===== config.mk =====
export PLATFORM = sky130hd
export DESIGN_NAME = ram_stream_reader
export DESIGN_NICKNAME = d
export VERILOG_FILES = /design/src/rtl/ram_stream_reader.sv
export SDC_FILE = /design/constraint.sdc
export NUM_CORES = 1
export LEC_CHECK = 0
export ABC_CLOCK_PERIOD_IN_PS = 12900
export CAP_MARGIN = 30
export CORE_MARGIN = 1
export CORE_UTILIZATION = 60
export DETAILED_ROUTE_END_ITERATION = 8
export HOLD_SLACK_MARGIN = 0.06
export PLACE_DENSITY = 0.84
export SLEW_MARGIN = 0
export SYNTH_ARGS = -nofsm -noshare
export SYNTH_HDL_FRONTEND = slang
export SYNTH_SLANG_ARGS = --single-unit

===== constraint.sdc =====
create_clock -name clk -period 12.9 [get_ports clk]
set_input_delay 2.58 -clock clk [delete_from_list [all_inputs] [get_ports clk]]
set_output_delay 2.58 -clock clk [all_outputs]
set_load 0.02 [all_outputs]

===== src/rtl/ram_stream_reader.sv =====
// Streams a contiguous block of RAM words out as a valid/ready stream, hiding the
// address-register and registered-read latency behind a small credit-limited FIFO.
module ram_stream_reader #(
    parameter int ADDR_WIDTH = 5,
    parameter int DATA_WIDTH = 32
) (
    input  logic                  clk,
    input  logic                  reset,
    input  logic                  start,
    input  logic [ADDR_WIDTH-1:0] start_addr,
    input  logic [ADDR_WIDTH:0]   length,
    output logic                  busy,
    output logic                  done,
    output logic [ADDR_WIDTH-1:0] ram_raddr,
    input  logic [DATA_WIDTH-1:0] ram_dout,
    output logic [DATA_WIDTH-1:0] out_data,
    output logic                  out_valid,
    input  logic                  out_ready,
    output logic                  out_last
);

    typedef enum logic [1:0] {
        IDLE = 2'd0,
        RUN  = 2'd1,
        DONE = 2'd2
    } state_t;

    localparam logic [ADDR_WIDTH:0] ONE_WORD   = (ADDR_WIDTH+1)'(1);
    localparam logic [2:0]          FIFO_DEPTH = 3'd4;

    state_t state, state_next;

    logic [ADDR_WIDTH-1:0] next_addr;
    logic [ADDR_WIDTH-1:0] issue_addr;
    logic [ADDR_WIDTH:0]   remaining;
    logic [ADDR_WIDTH:0]   beats_left;
    logic [2:0]            credit;
    logic [1:0]            inflight_valid;
    logic [1:0]            inflight_last;

    logic [DATA_WIDTH-1:0] fifo_data [4];
    logic                  fifo_last [4];
    logic [1:0]            wr_ptr;
    logic [1:0]            rd_ptr;
    logic [2:0]            fifo_count;

    logic accept_start;
    logic start_issue;
    logic run_issue;
    logic issue;
    logic issue_last;
    logic push;
    logic pop;

    // The very first read goes out on the same edge that captures start, which is
    // what lets ram_raddr show start_addr one cycle after the request.
    assign accept_start = start && (state != RUN);
    assign start_issue  = accept_start && (length != '0);
    assign pop          = out_valid && out_ready;
    assign run_issue    = (state == RUN) && (remaining != '0) &&
                          ((credit < FIFO_DEPTH) || pop);
    assign issue        = start_issue || run_issue;
    assign issue_addr   = start_issue ? start_addr : next_addr;
    assign issue_last   = start_issue ? (length == ONE_WORD) : (remaining == ONE_WORD);
    assign push         = inflight_valid[1];

    always_ff @(posedge clk or posedge reset) begin
        if (reset) begin
            state <= IDLE;
        end else begin
            state <= state_next;
        end
    end

    always_comb begin
        state_next = state;
        case (state)
            IDLE, DONE: begin
                if (start) begin
                    state_next = (length == '0) ? DONE : RUN;
                end else begin
                    state_next = IDLE;
                end
            end
            RUN: begin
                if (pop && (beats_left == ONE_WORD)) begin
                    state_next = DONE;
                end
            end
            default: state_next = IDLE;
        endcase
    end

    always_comb begin
        busy = (state == RUN);
        done = (state == DONE);
    end

    always_ff @(posedge clk or posedge reset) begin
        if (reset) begin
            ram_raddr  <= '0;
            next_addr  <= '0;
            remaining  <= '0;
            beats_left <= '0;
        end else begin
            if (issue) begin
                ram_raddr <= issue_addr;
                next_addr <= issue_addr + 1'b1;
            end
            if (accept_start) begin
                remaining  <= (length == '0) ? '0 : length - ONE_WORD;
                beats_left <= length;
            end else begin
                if (run_issue) begin
                    remaining <= remaining - ONE_WORD;
                end
                if (pop) begin
                    beats_left <= beats_left - ONE_WORD;
                end
            end
        end
    end

    // Credits cover both reads still in the RAM pipeline and words parked in the
    // FIFO, so four credits can never overfill the four FIFO slots.
    always_ff @(posedge clk or posedge reset) begin
        if (reset) begin
            credit         <= '0;
            inflight_valid <= '0;
            inflight_last  <= '0;
        end else begin
            case ({issue, pop})
                2'b10:   credit <= credit + 3'd1;
                2'b01:   credit <= credit - 3'd1;
                default: credit <= credit;
            endcase
            inflight_valid <= {inflight_valid[0], issue};
            inflight_last  <= {inflight_last[0], issue && issue_last};
        end
    end

    always_ff @(posedge clk or posedge reset) begin
        if (reset) begin
            wr_ptr     <= '0;
            rd_ptr     <= '0;
            fifo_count <= '0;
            for (int i = 0; i < 4; i++) begin
                fifo_data[i] <= '0;
                fifo_last[i] <= 1'b0;
            end
        end else begin
            if (push) begin
                fifo_data[wr_ptr] <= ram_dout;
                fifo_last[wr_ptr] <= inflight_last[1];
                wr_ptr            <= wr_ptr + 2'd1;
            end
            if (pop) begin
                rd_ptr <= rd_ptr + 2'd1;
            end
            case ({push, pop})
                2'b10:   fifo_count <= fifo_count + 3'd1;
                2'b01:   fifo_count <= fifo_count - 3'd1;
                default: fifo_count <= fifo_count;
            endcase
        end
    end

    always_comb begin
        out_valid = (fifo_count != '0);
        out_data  = out_valid ? fifo_data[rd_ptr] : '0;
        out_last  = out_valid && fifo_last[rd_ptr];
    end

endmodule


After elaboration in Yosys (flattened, before gate mapping)
Cells that the tools add are included.
Word-level totals
  bits in writable memories: 0
  bits in registers: 170
  memories: 0
  input port bits: 47
  bits in latches: 0
  bits in read-only memories: 0
  logic and storage cells: 93
Operators by class
  div/mod/pow operators: 0
  multiply operators: 0
  shift-type cells: 0
  eq/ne operators: 11
  add/subtract/negate cells: 10
  bitwise operators: 2
  magnitude comparators: 4
  reduce and logical (&&, ||, !) cells: 21
  muxes and demuxes: 26
Operators with widths (number)
  bitwise mux 128 bit: 1
  two-way mux 32 bit: 4
  binary-select mux 32 bit (select 2 bit): 1
  demux 32 bit (select 2 bit): 1
  two-way mux 6 bit: 5
  == test 6 x 1 -> 1 bit (second input constant): 3
  subtractor 6 x 1 -> 6 bit (second input constant): 3
  one-hot mux 3 bit (2 select lines): 2
  nonzero test 6 bit: 2
  logical AND 1 bit: 9
  nonzero test 2 bit: 4
  adder 3 x 1 -> 3 bit (second input constant): 2
  == test 2 x 1 -> 1 bit (second input constant): 3
  == test 2 bit (second input constant): 3
  greater-or-equal comparator 3 bit (second input constant): 2
  zero test 6 bit: 1
  two-way mux 2 bit: 3
  NOT 2 -> 3 bit: 2
  subtractor 3 x 1 -> 3 bit (second input constant): 2
  adder 5 x 1 -> 5 bit (second input constant): 1
  two-way mux 5 bit: 1
  adder 2 x 1 -> 2 bit (second input constant): 2
  bitwise mux 4 bit: 1
  two-way mux 1 bit: 4
  10 further kinds: 12

Logic depth before layout (Yosys ltp)
Gate-level depths: netlist of run 1.
  depth in word-level cells: 7
  mapped depth: 12

Worst setup path before layout of run 1
OpenSTA, ideal clock, no wires.
  kind: input -> register
  start: input length[1]
  end: register credit[2]
  arrival time: 4602 ps
  setup slack: 8219 ps
  data required time: 12821 ps
  setup time: 79 ps
  path buffers: 0
  stages: 12
  path through: inv_1 > ha_1 > or3b_1 > nor3_2 > nor2_1 > nor2_2 > ha_1 > inv_1 > fa_1 > xor2_1 > nor2_1 > xor2_1
Between the ends
  longest elaborated chain between the ends: 5
  elaborated cells between the ends (all ways): 7
  those cells by class: 2 x eq/ne; 1 x mux; 4 x reduce/logical
RTL lines
  start: declaration: line 11  | input logic [ADDR_WIDTH:0] length,
  nonzero test 6 bit *: line 58  | assign start_issue = accept_start && (length != '0);
  logical AND 1 bit *: line 58
  logical OR 1 bit *: line 62  | assign issue = start_issue || run_issue;
  == test 2 x 1 -> 1 bit / == test 2 bit (equally long branches): line 132  | case ({issue, pop})
  one-hot mux 3 bit (2 select lines) / nonzero test 2 bit (equally long branches)
  end signal: assignment: line 133  | 2'b10: credit <= credit + 3'd1;
  end signal: assignment: line 134  | 2'b01: credit <= credit - 3'd1;
  end signal: assignment: line 135  | default: credit <= credit;
  end: declaration: line 37  | logic [2:0] credit;
Mark *: on every way between the ends. The rest lies on a longest branch, timed or not.
A chain may end at the register's enable or synchronous reset.

Worst setup path after layout of run 1
  start: register rd_ptr[0]
  end: output out_data[11]
Between the ends
  longest elaborated chain between the ends: 5
RTL lines
  start: declaration: line 44  | logic [1:0] rd_ptr;
  start signal: assignment: line 158  | rd_ptr <= rd_ptr + 2'd1;
  NOT 2 -> 3 bit (not written as such): line 170  | out_data = out_valid ? fifo_data[rd_ptr] : '0;
  binary-select mux 32 bit (select 2 bit): line 170
  two-way mux 32 bit (not written as such) (2 in series): line 170
  two-way mux 32 bit: line 170
  end: declaration: line 16  | output logic [DATA_WIDTH-1:0] out_data,
Every way passes these cells. The select of a mux whose other input is x is not followed.

==> run_results.csv, run 1 <==
group,metric,value,unit
outcome,status,"finished clean",
grt,overflow,0,
synth,seq_area_frac_synth,53.2,%
route,drc,0,
route,ant_nets,0,
layout,antenna_cells,0,
floorplan,dieWidth,117,µm
synth,synth.avg_cell_area,14.0,µm²
route,vias,4926,
clock_network,clk_path_buf_depth,2,
place,io_buffers,87,
synth,synth_edf_count,0,
route,wirelength,16200,µm
floorplan,core,0.0128,mm²
timing,slew_headroom,32.0,%
floorplan,die_area,0.0138,mm²
timing,whs,0.349,ns
setup_path,crit_path_start_kind,"flop",
clock_network,cts_num_sinks,170,
synth,yosysUniqueCellTypes,47,
layout,multi_input_area,0.00356,mm²
layout,fin_nets,716,
place,dp_hpwl,10200,µm
synth,yosysWarnings,0,
grt,grt_max_degree,105,
grt,grt_pass1_wl,27300,µm
setup_path,path_delay_family,"buffers and inverters",
setup_path,cp_max_fo,18,
route,drtIter0Drc,310,
clock_network,post-cts-setup-buffer-count,0,
power_and_ir_drop,powerDensity,309,mW/mm²
setup_path,crit_buf_inv,2,
timing,timing.final.ws_setup,7.42,ns
layout,drive_above_1_share,32.2,%
place,place_congestion,0.896,
synth,synth_fp_nets,634,
grt,antenna_found_initial,0,
power_and_ir_drop,ir_drop,0.000159,V
worst_hold_path,min_path_type,"reg2reg",
timing,rsz0062_at_grt,"false",
clock_network,clk_pin_slew,0.06,ns
clock_network,cts_buffers,17,
synth,syn_area,0.00800,mm²
synth,ys_seq_elements,170,
clock_network,clk_latency,0.43,ns
run,maxCapViolations,0,
route,wl_per_cell,19.4,µm
timing,fin_tns_setup,0,ns
timing,hold_viol_final,0,
grt,gr-usage-all-layers,25.7,%
floorplan,pin_count,88,
power_and_ir_drop,p_total,3.00,mW
layout,regArea,0.00426,mm²
timing,min_period,5.48,ns
layout,area_growth,21.6,%
grt,grt_pass1_vias,5392,
floorplan,die_h,117,µm
timing,fmaxAchievable,182,MHz
clock_network,root_buffer,"clkbuf_16",
setup_path,critPathKind,"reg2out",
setup_path,cp-end-kind,"primary output",
clock_network,htree_num_levels,4,
setup_path,arrival,2.90,ns
clock_network,postCtsHoldBufs,0,
timing,setup_viol,0,
setup_path,cp_slowest_cell,"dfrtp_2",
synth,synth-async-reset-ratio,100,%
timing,fin_skew,0.0108,ns
timing,maxSlewViolCount,0,
setup_path,cp_slowest_stage_delay,0.71,ns
route,dr.pass1.iters,4,
floorplan,start_util,62.4,%
setup_path,crit_chain,"buf_4 -> mux4_2 -> nor2b_1 -> clkdlybuf4s50_1",
route,via_per_inst,5.87,
timing,tightest_slew,1.02,ns
timing,period_share,42.5,%
floorplan,rows,41,
place,dp_slack,7.32,ns
layout,fillers,789,
clock_network,cts_tree,"done",
clock_network,post_cts_resized,0,
synth,syn_inst,572,
synth,synth_top_flop_cell,"dfrtp_1",
power_and_ir_drop,p_leak,4.07,nW
setup_path,required,10.32,ns
==> state kept, by name, indices dropped and copies added, names as in the netlist <==
signal          flops
rd_ptr              2
state               2
inflight_valid      2
fifo_count          3
ram_raddr           5
beats_left          6
inflight_last       2
remaining           6
fifo_last           4
fifo_data         128
credit              3
wr_ptr              2
next_addr           5
==> cells in the final DEF (no fill, tap or decap), drive strengths merged, types with 3 or more instances in the layout <==
cell           instances
ha                    13
nand2                 31
nand3                  9
clkinv                 3
clkdlybuf4s50         87
buf                    4
o211ai                 3
dfrtp                170
mux4                  33
mux2i                  8
nand2b                 3
xor2                  11
inv                   20
nor2b                 34
nor2                  11
bufinv                 7
a21oi                  4
nor3                   7
xnor2                 11
o21ai                 14
mux2                 133
clkbuf                21
==> power breakdown <==
part           switching (mW)  internal [mW]
Sequential              0.184          0.808
Clock                   0.203          0.393
Combinational           0.622          0.792
==> path summary, 6_finish.rpt <==
path	start	end	slack, ns	cells past startpoint
hold reg to reg	inflight_valid[0]	inflight_valid[1]	0.35	0
setup reg to reg	fifo_count[0]	credit[2]	10.29	9
max in group asynchronous	reset	fifo_data[18]	8.78	3
setup / recovery	rd_ptr[0]	out_data[11]	7.42	4
hold / removal	inflight_valid[0]	inflight_valid[1]	0.35	0
min in group asynchronous	reset	fifo_data[36]	2.74	2
==> layout make-up <==
type | instances | area share, %
Sequential cell | 170 | 43.7
Multi-Input combinational cell | 354 | 36.6
Timing Repair Buffer | 91 | 9.39
Clock buffer | 21 | 4.73
Clock inverter | 11 | 2.47
Tap cell | 172 | 2.21
Inverter | 20 | 0.823
==> synthesized netlist by cell type (2+ instances only) <==
cell type,n,area share [%]
dfrtp_1,170,53
mux2_2,133,19
nor2b_1,34,2.7
mux4_2,33,9.3
nand2_1,31,1.5
inv_1,20,0.94
buf_1,13,0.61
ha_1,13,2.0
o21ai_0,12,0.75
xnor2_1,11,1.2
xor2_1,11,1.2
nor2_1,10,0.47
nand3_1,9,0.56
mux2i_1,8,1.0
buf_2,7,0.44
clkbuf_1,7,0.33
nor3_1,6,0.38
a21oi_1,4,0.25
nand2b_1,3,0.23
o211ai_1,3,0.28
fa_1,2,0.50
nand3b_1,2,0.19
nand4_1,2,0.16
nor4b_1,2,0.22
o21ai_1,2,0.13
o22ai_1,2,0.16
or3_1,2,0.16
==> routing by layer <==
layer / routed length [µm] / global-route usage [%]
met5: 0 / 0
met1: 6770 / 32.0
met3: 657 / 5.38
met2: 8500 / 44.6
met4: 314 / 9.05
==> kinds of logic (layout without fill, tap and decap cells) <==
group,Yosys count,after routing,synth area share (%)
adder cells (fa/ha/maj),15,15,2.53
AO/OA/AOI/OAI,32,32,2.92
multiplexers,174,174,29.0
XOR/XNOR,22,22,2.41
flip-flops,170,170,53.2
AND/OR/NAND/NOR,111,111,7.49
buffers and inverters,48,143,2.46
==> through the flow <==
step	std cells	util (%)	area (µm²)
floorplan	572	-	8000
global placement	806	70.3	9010
detailed placement	806	70.3	9010
CTS	838	75.7	9710
global route	839	75.9	9730
finish	839	75.9	9730
No activity file was read; power rests on OpenSTA's default activity.
==> run 2, diff against run 1 <==
--- a/config.mk
+++ b/config.mk
@@ -5,13 +5,13 @@
 export SDC_FILE = /design/constraint.sdc
 export NUM_CORES = 1
 export LEC_CHECK = 0
-export ABC_CLOCK_PERIOD_IN_PS = 12900
+export ABC_CLOCK_PERIOD_IN_PS = 4500
 export CAP_MARGIN = 30
 export CORE_MARGIN = 1
-export CORE_UTILIZATION = 60
+export CORE_UTILIZATION = 51
 export DETAILED_ROUTE_END_ITERATION = 8
 export HOLD_SLACK_MARGIN = 0.06
-export PLACE_DENSITY = 0.84
+export PLACE_DENSITY = 0.76
 export SLEW_MARGIN = 0
 export SYNTH_ARGS = -nofsm -noshare
 export SYNTH_HDL_FRONTEND = slang
==> constraint.sdc (replaced) <==
create_clock -name clk -period 4.5 [get_ports clk]
set_input_delay 0.9 -clock clk [delete_from_list [all_inputs] [get_ports clk]]
set_output_delay 0.9 -clock clk [all_outputs]
set_load 0.02 [all_outputs]
==> run 2 against run 1 <==
  * Critical path type unchanged
  * Worst hold slack better by 0.0071 ns
  * Die area increased by 17%
  * Non-clock buffer count grew 6
  * Critical path depth unchanged
  * Routed wire length increased by 0.19%
  * Worst setup slack got worse by 6.5 ns
  * Critical endpoint is now out_data[1]
==> run_results.csv, run 2 (same netlist as run 1, synthesis figures left out) <==
group,metric,value,unit
clock_network,clk_path_buf_depth,2,
floorplan,start_util,52.4,%
setup_path,crit_path_start_kind,"flop",
clock_network,cts_tree,"done",
timing,hold_viol_final,0,
timing,period_share,79.3,%
timing,rsz0062_at_grt,"false",
timing,fin_tns_setup,0,ns
clock_network,root_buffer,"clkbuf_16",
route,wl_per_cell,18.4,µm
floorplan,die_area,0.0162,mm²
layout,largest_register_ffs,128,
layout,final_common_cell,"dfrtp_1",
layout,antenna_cells,0,
power_and_ir_drop,ir_drop,0.000409,V
clock_network,clk_latency,0.43,ns
power_and_ir_drop,powerDensity,876,mW/mm²
setup_path,crit_buf_inv,2,
route,drc,0,
setup_path,cp-end-kind,"primary output",
grt,grt_pass1_vias,5288,
place,dp_hpwl,10500,µm
layout,fin_nets,722,
place,place_congestion,0.863,
clock_network,clk_pin_slew,0.06,ns
floorplan,dieWidth,127,µm
layout,regMostFlops,"fifo_data",
grt,antenna_found_initial,0,
timing,setup_viol,0,
setup_path,path_delay_family,"buffers and inverters",
timing,min_period,3.57,ns
timing,tightest_slew,1.01,ns
power_and_ir_drop,p_total,8.65,mW
timing,fmaxAchievable,280,MHz
route,drtIter0Drc,254,
run,maxCapViolations,0,
setup_path,critPathKind,"reg2out",
floorplan,core,0.0153,mm²
layout,area_growth,23.4,%
layout,layout_common_cells,"dfrtp_1 (168), mux2_2 (133), clkdlybuf4s50_1 (87)",
floorplan,pin_count,88,
clock_network,post-cts-setup-buffer-count,0,
grt,overflow,0,
clock_network,post_cts_resized,0,
timing,slew_headroom,32.3,%
route,wirelength,16300,µm
route,ant_nets,0,
outcome,status,"finished clean",
worst_hold_path,min_path_type,"reg2reg",
clock_network,cts_buffers,17,
layout,top_regs,"fifo_data: 128 flops, beats_left: 6 flops, remaining: 6 flops",
timing,fin_skew,0.00643,ns
clock_network,htree_num_levels,4,
clock_network,postCtsHoldBufs,0,
setup_path,required,3.60,ns
grt,grt_max_degree,87,
floorplan,rows,45,
setup_path,arrival,2.67,ns
layout,drive_above_1_share,33.1,%
floorplan,die_h,127,µm
route,vias,4916,
setup_path,cp_slowest_stage_delay,0.82,ns
grt,grt_pass1_wl,27100,µm
place,io_buffers,87,
setup_path,cp_max_fo,23,
route,dr.pass1.iters,4,
grt,gr-usage-all-layers,22.1,%
power_and_ir_drop,p_leak,4.12,nW
clock_network,cts_num_sinks,170,
setup_path,crit_chain,"buf_4 -> mux4_2 -> nor2b_1 -> clkdlybuf4s50_1",
setup_path,cp_slowest_cell,"dfrtp_2",
timing,maxSlewViolCount,0,
route,via_per_inst,5.56,
run 2: changes by cell type in the layout (fill, tap and decap cells not counted), sizes merged:
cell,change
clkbuf,-1
clkinvlp,+1
inv,-1
buf,+6
clkinv,+1
run 2: per-stage QoR:
stage	util [%]	worst slack (ns)	area, µm²	hold slack [ns]	instances
after floorplan	-	1.43	8000	0.331	572
after global placement	59.8	0.731	9120	0.333	850
after detailed placement	60.1	0.547	9170	0.336	852
after CTS	64.7	0.899	9880	0.353	884
after global routing	64.7	0.830	9880	0.364	884
final	64.7	0.930	9880	0.356	884
run 2: layer usage:
layer / track usage, % / part of all wire, % / up-vias
li1: - / - / 2243
met1: 27.8 / 43 / 2540
met2: 37.5 / 51 / 115
met3: 5.70 / 4.2 / 18
met4: 6.79 / 1.0 / 0
met5: 0 / 0 / -
run 2: path summary, 6_finish.rpt:
kind | end | slack (ns) | startpoint | cells past startpoint
hold reg to reg | inflight_last[1] | 0.36 | inflight_last[0] | 0
max in group asynchronous | rd_ptr[1] | 2.68 | reset | 4
setup reg to reg | credit[2] | 1.89 | state[0] | 10
min in group asynchronous | fifo_data[32] | 0.80 | reset | 2
setup / recovery | out_data[1] | 0.93 | rd_ptr[1] | 4
hold / removal | inflight_last[1] | 0.36 | inflight_last[0] | 0
run 2: power breakdown:
| group | internal, mW | switching (mW) |
|---|---|---|
| sequential | 2.32 | 0.522 |
| combinational | 2.31 | 1.78 |
| clock | 1.14 | 0.590 |
run 2: cell type report:
cell class	count	area, µm²
fillers	1139	5380
flip-flops and latches	170	4260
multi-input cells	354	3560
repair buffers	97	1000
clock buffers	20	467
well taps	211	264
clock inverters	12	241
inverters	20	78.8
run 2: worst register-to-register path, delay by kind of cell (launching register included):
kind	cells	cell delay, ns
simple gates	5	1.31
fa+ha+maj	2	0.43
flops	1	0.39
xor+xnor	2	0.29
buf+inv	1	0.07
==> run 3, diff against run 2 <==
--- a/config.mk
+++ b/config.mk
@@ -5,7 +5,7 @@
 export SDC_FILE = /design/constraint.sdc
 export NUM_CORES = 1
 export LEC_CHECK = 0
-export ABC_CLOCK_PERIOD_IN_PS = 4500
+export ABC_CLOCK_PERIOD_IN_PS = 2900
 export CAP_MARGIN = 30
 export CORE_MARGIN = 1
 export CORE_UTILIZATION = 51
==> constraint.sdc (replaced) <==
create_clock -name clk -period 2.9 [get_ports clk]
set_input_delay 0.58 -clock clk [delete_from_list [all_inputs] [get_ports clk]]
set_output_delay 0.58 -clock clk [all_outputs]
set_load 0.02 [all_outputs]
==> run 3 against run 2 <==
  * Register-to-register slack got worse by 1.4 ns
  * Die area stayed put
  * Final cell count up 2.6%
  * Critical path depth unchanged
  * Sequential power rose by 53%
  * Critical path type unchanged
  * Critical endpoint is now out_data[14]
==> run_results.csv, run 3 (same netlist as run 1, synthesis figures left out) <==
group,metric,value,unit
grt,gr-usage-all-layers,21.9,%
setup_path,cp-end-kind,"primary output",
floorplan,start_util,52.4,%
power_and_ir_drop,ir_drop,0.000684,V
timing,maxSlewViolCount,0,
route,wirelength,16100,µm
place,place_congestion,0.924,
timing,period_share,97.6,%
layout,final_common_cell,"dfrtp_1",
clock_network,clk_pin_slew,0.06,ns
place,io_buffers,87,
worst_hold_path,min_from,"inflight_valid[0]",
setup_path,arrival,2.25,ns
clock_network,clk_latency,0.42,ns
route,wl_per_cell,17.7,µm
power_and_ir_drop,p_leak,4.27,nW
outcome,status,"finished clean",
floorplan,dieWidth,127,µm
timing,whs,0.352,ns
route,ant_nets,0,
clock_network,clk_path_buf_depth,2,
clock_network,htree_num_levels,4,
worst_hold_path,min_path_type,"reg2reg",
route,dr.pass1.iters,4,
floorplan,pin_count,88,
route,via_per_inst,5.45,
grt,antenna_found_initial,0,
worst_hold_path,hold_depth,0,
clock_network,cts_buffers,17,
timing,rsz0062_at_grt,"false",
power_and_ir_drop,powerDensity,1320,mW/mm²
setup_path,r2r_start,"fifo_count[0]",
timing,hold_viol_final,0,
grt,grt_pass1_vias,5393,
timing,slew_headroom,51.1,%
route,drtIter0Drc,164,
setup_path,crit_path_start_kind,"flop",
setup_path,cp_max_fo,19,
layout,fin_nets,745,
timing,fin_skew,0.00601,ns
layout,top_regs,"fifo_data: 128 flops, beats_left: 6 flops, remaining: 6 flops",
layout,layout_common_cells,"dfrtp_1 (168), mux2_2 (133), clkdlybuf4s50_1 (81)",
run,maxCapViolations,0,
setup_path,reg2reg_depth,9,
grt,grt_max_degree,40,
grt,overflow,0,
layout,area_growth,25.3,%
grt,grt_pass1_wl,27300,µm
floorplan,die_area,0.0162,mm²
place,dp_hpwl,11000,µm
timing,setup_viol,0,
setup_path,reg2reg_slack,0.51,ns
timing,min_period,2.83,ns
layout,largest_register_ffs,128,
layout,regMostFlops,"fifo_data",
layout,antenna_cells,0,
floorplan,die_h,127,µm
setup_path,reg2reg_to,"credit[2]",
worst_hold_path,hold-path-endpoint,"inflight_valid[1]",
clock_network,root_buffer,"clkbuf_16",
layout,drive_above_1_share,35.1,%
clock_network,post-cts-setup-buffer-count,0,
floorplan,rows,45,
route,vias,4945,
floorplan,core,0.0153,mm²
timing,fmaxAchievable,353,MHz
timing,tightest_slew,0.733,ns
clock_network,postCtsHoldBufs,0,
route,drc,0,
clock_network,cts_num_sinks,170,
setup_path,critPathKind,"reg2out",
setup_path,required,2.32,ns
clock_network,cts_tree,"done",
timing,fin_tns_setup,0,ns
## run 3: changes by cell type in the layout (fill, tap and decap cells not counted), sizes merged
cell / delta
inv: +2
clkdlybuf4s50: -6
dlymetal6s2s: +6
bufinv: -4
clkbuf: +2
buf: +23
## run 3: area by class of cell
cell class / count / area, µm²
flip-flops and latches: 170 / 4260
clock inverters: 10 / 139
well taps: 211 / 264
multi-input cells: 354 / 3560
inverters: 20 / 78.8
repair buffers: 120 / 1250
fillers: 1074 / 5230
clock buffers: 22 / 474
## run 3: timing repair
| item | 4_1_cts | 5_1_grt |
|---|---|---|
| hold endpoints to repair | 0 | 0 |
| setup endpoints to repair | 9 | 6 |
| resized for setup | 1 | 6 |
## run 3: stage by stage
stage | instance area, µm² | setup slack [ns] | util, % | power [mW] | std cells
2_1_floorplan | 8000 | 0.151 | - | 8.64 | 572
3_3_place_gp | 9400 | -0.158 | 61.6 | 10.7 | 875
3_5_place_dp | 9400 | -0.244 | 61.6 | 11.0 | 875
4_1_cts | 10000 | 0.00300 | 65.6 | 13.3 | 907
5_1_grt | 10000 | 0.000920 | 65.7 | 14.0 | 907
6_report | 10000 | 0.0696 | 65.7 | 13.2 | 907
## run 3: worst max-delay path: stages, from the launching register on
cell and delay (ns):
dfrtp_2 0.41, buf_12 0.21, mux4_2 0.52, nor2b_1 0.15, clkdlybuf4s50_1 0.55
## run 3: worst max path at each step
stage,startpoint,endpoint,depth (start not counted)
final,rd_ptr[0],out_data[14],4
after global routing,rd_ptr[0],out_data[19],4
after CTS,rd_ptr[0],out_last,4
after detailed placement,length[1],credit[2],13
after global placement,length[0],credit[2],13
after floorplan,reset,beats_left[0],1
## run 3: power breakdown
group          leakage [nW]  switching, mW  internal, mW
logic                  1.97           2.84          3.69
registers              2.00          0.737          3.60
clock network         0.301          0.903          1.43
total                  4.27           4.48          8.72
## run 3: routing by layer
| layer | global-route usage (%) | share of wire, % | up-vias |
|---|---|---|---|
| li1 | - | - | 2272 |
| met1 | 28.0 | 45 | 2545 |
| met2 | 37.2 | 50 | 110 |
| met3 | 5.07 | 3.5 | 18 |
| met4 | 6.51 | 1.1 | 0 |
| met5 | 0 | 0 | - |
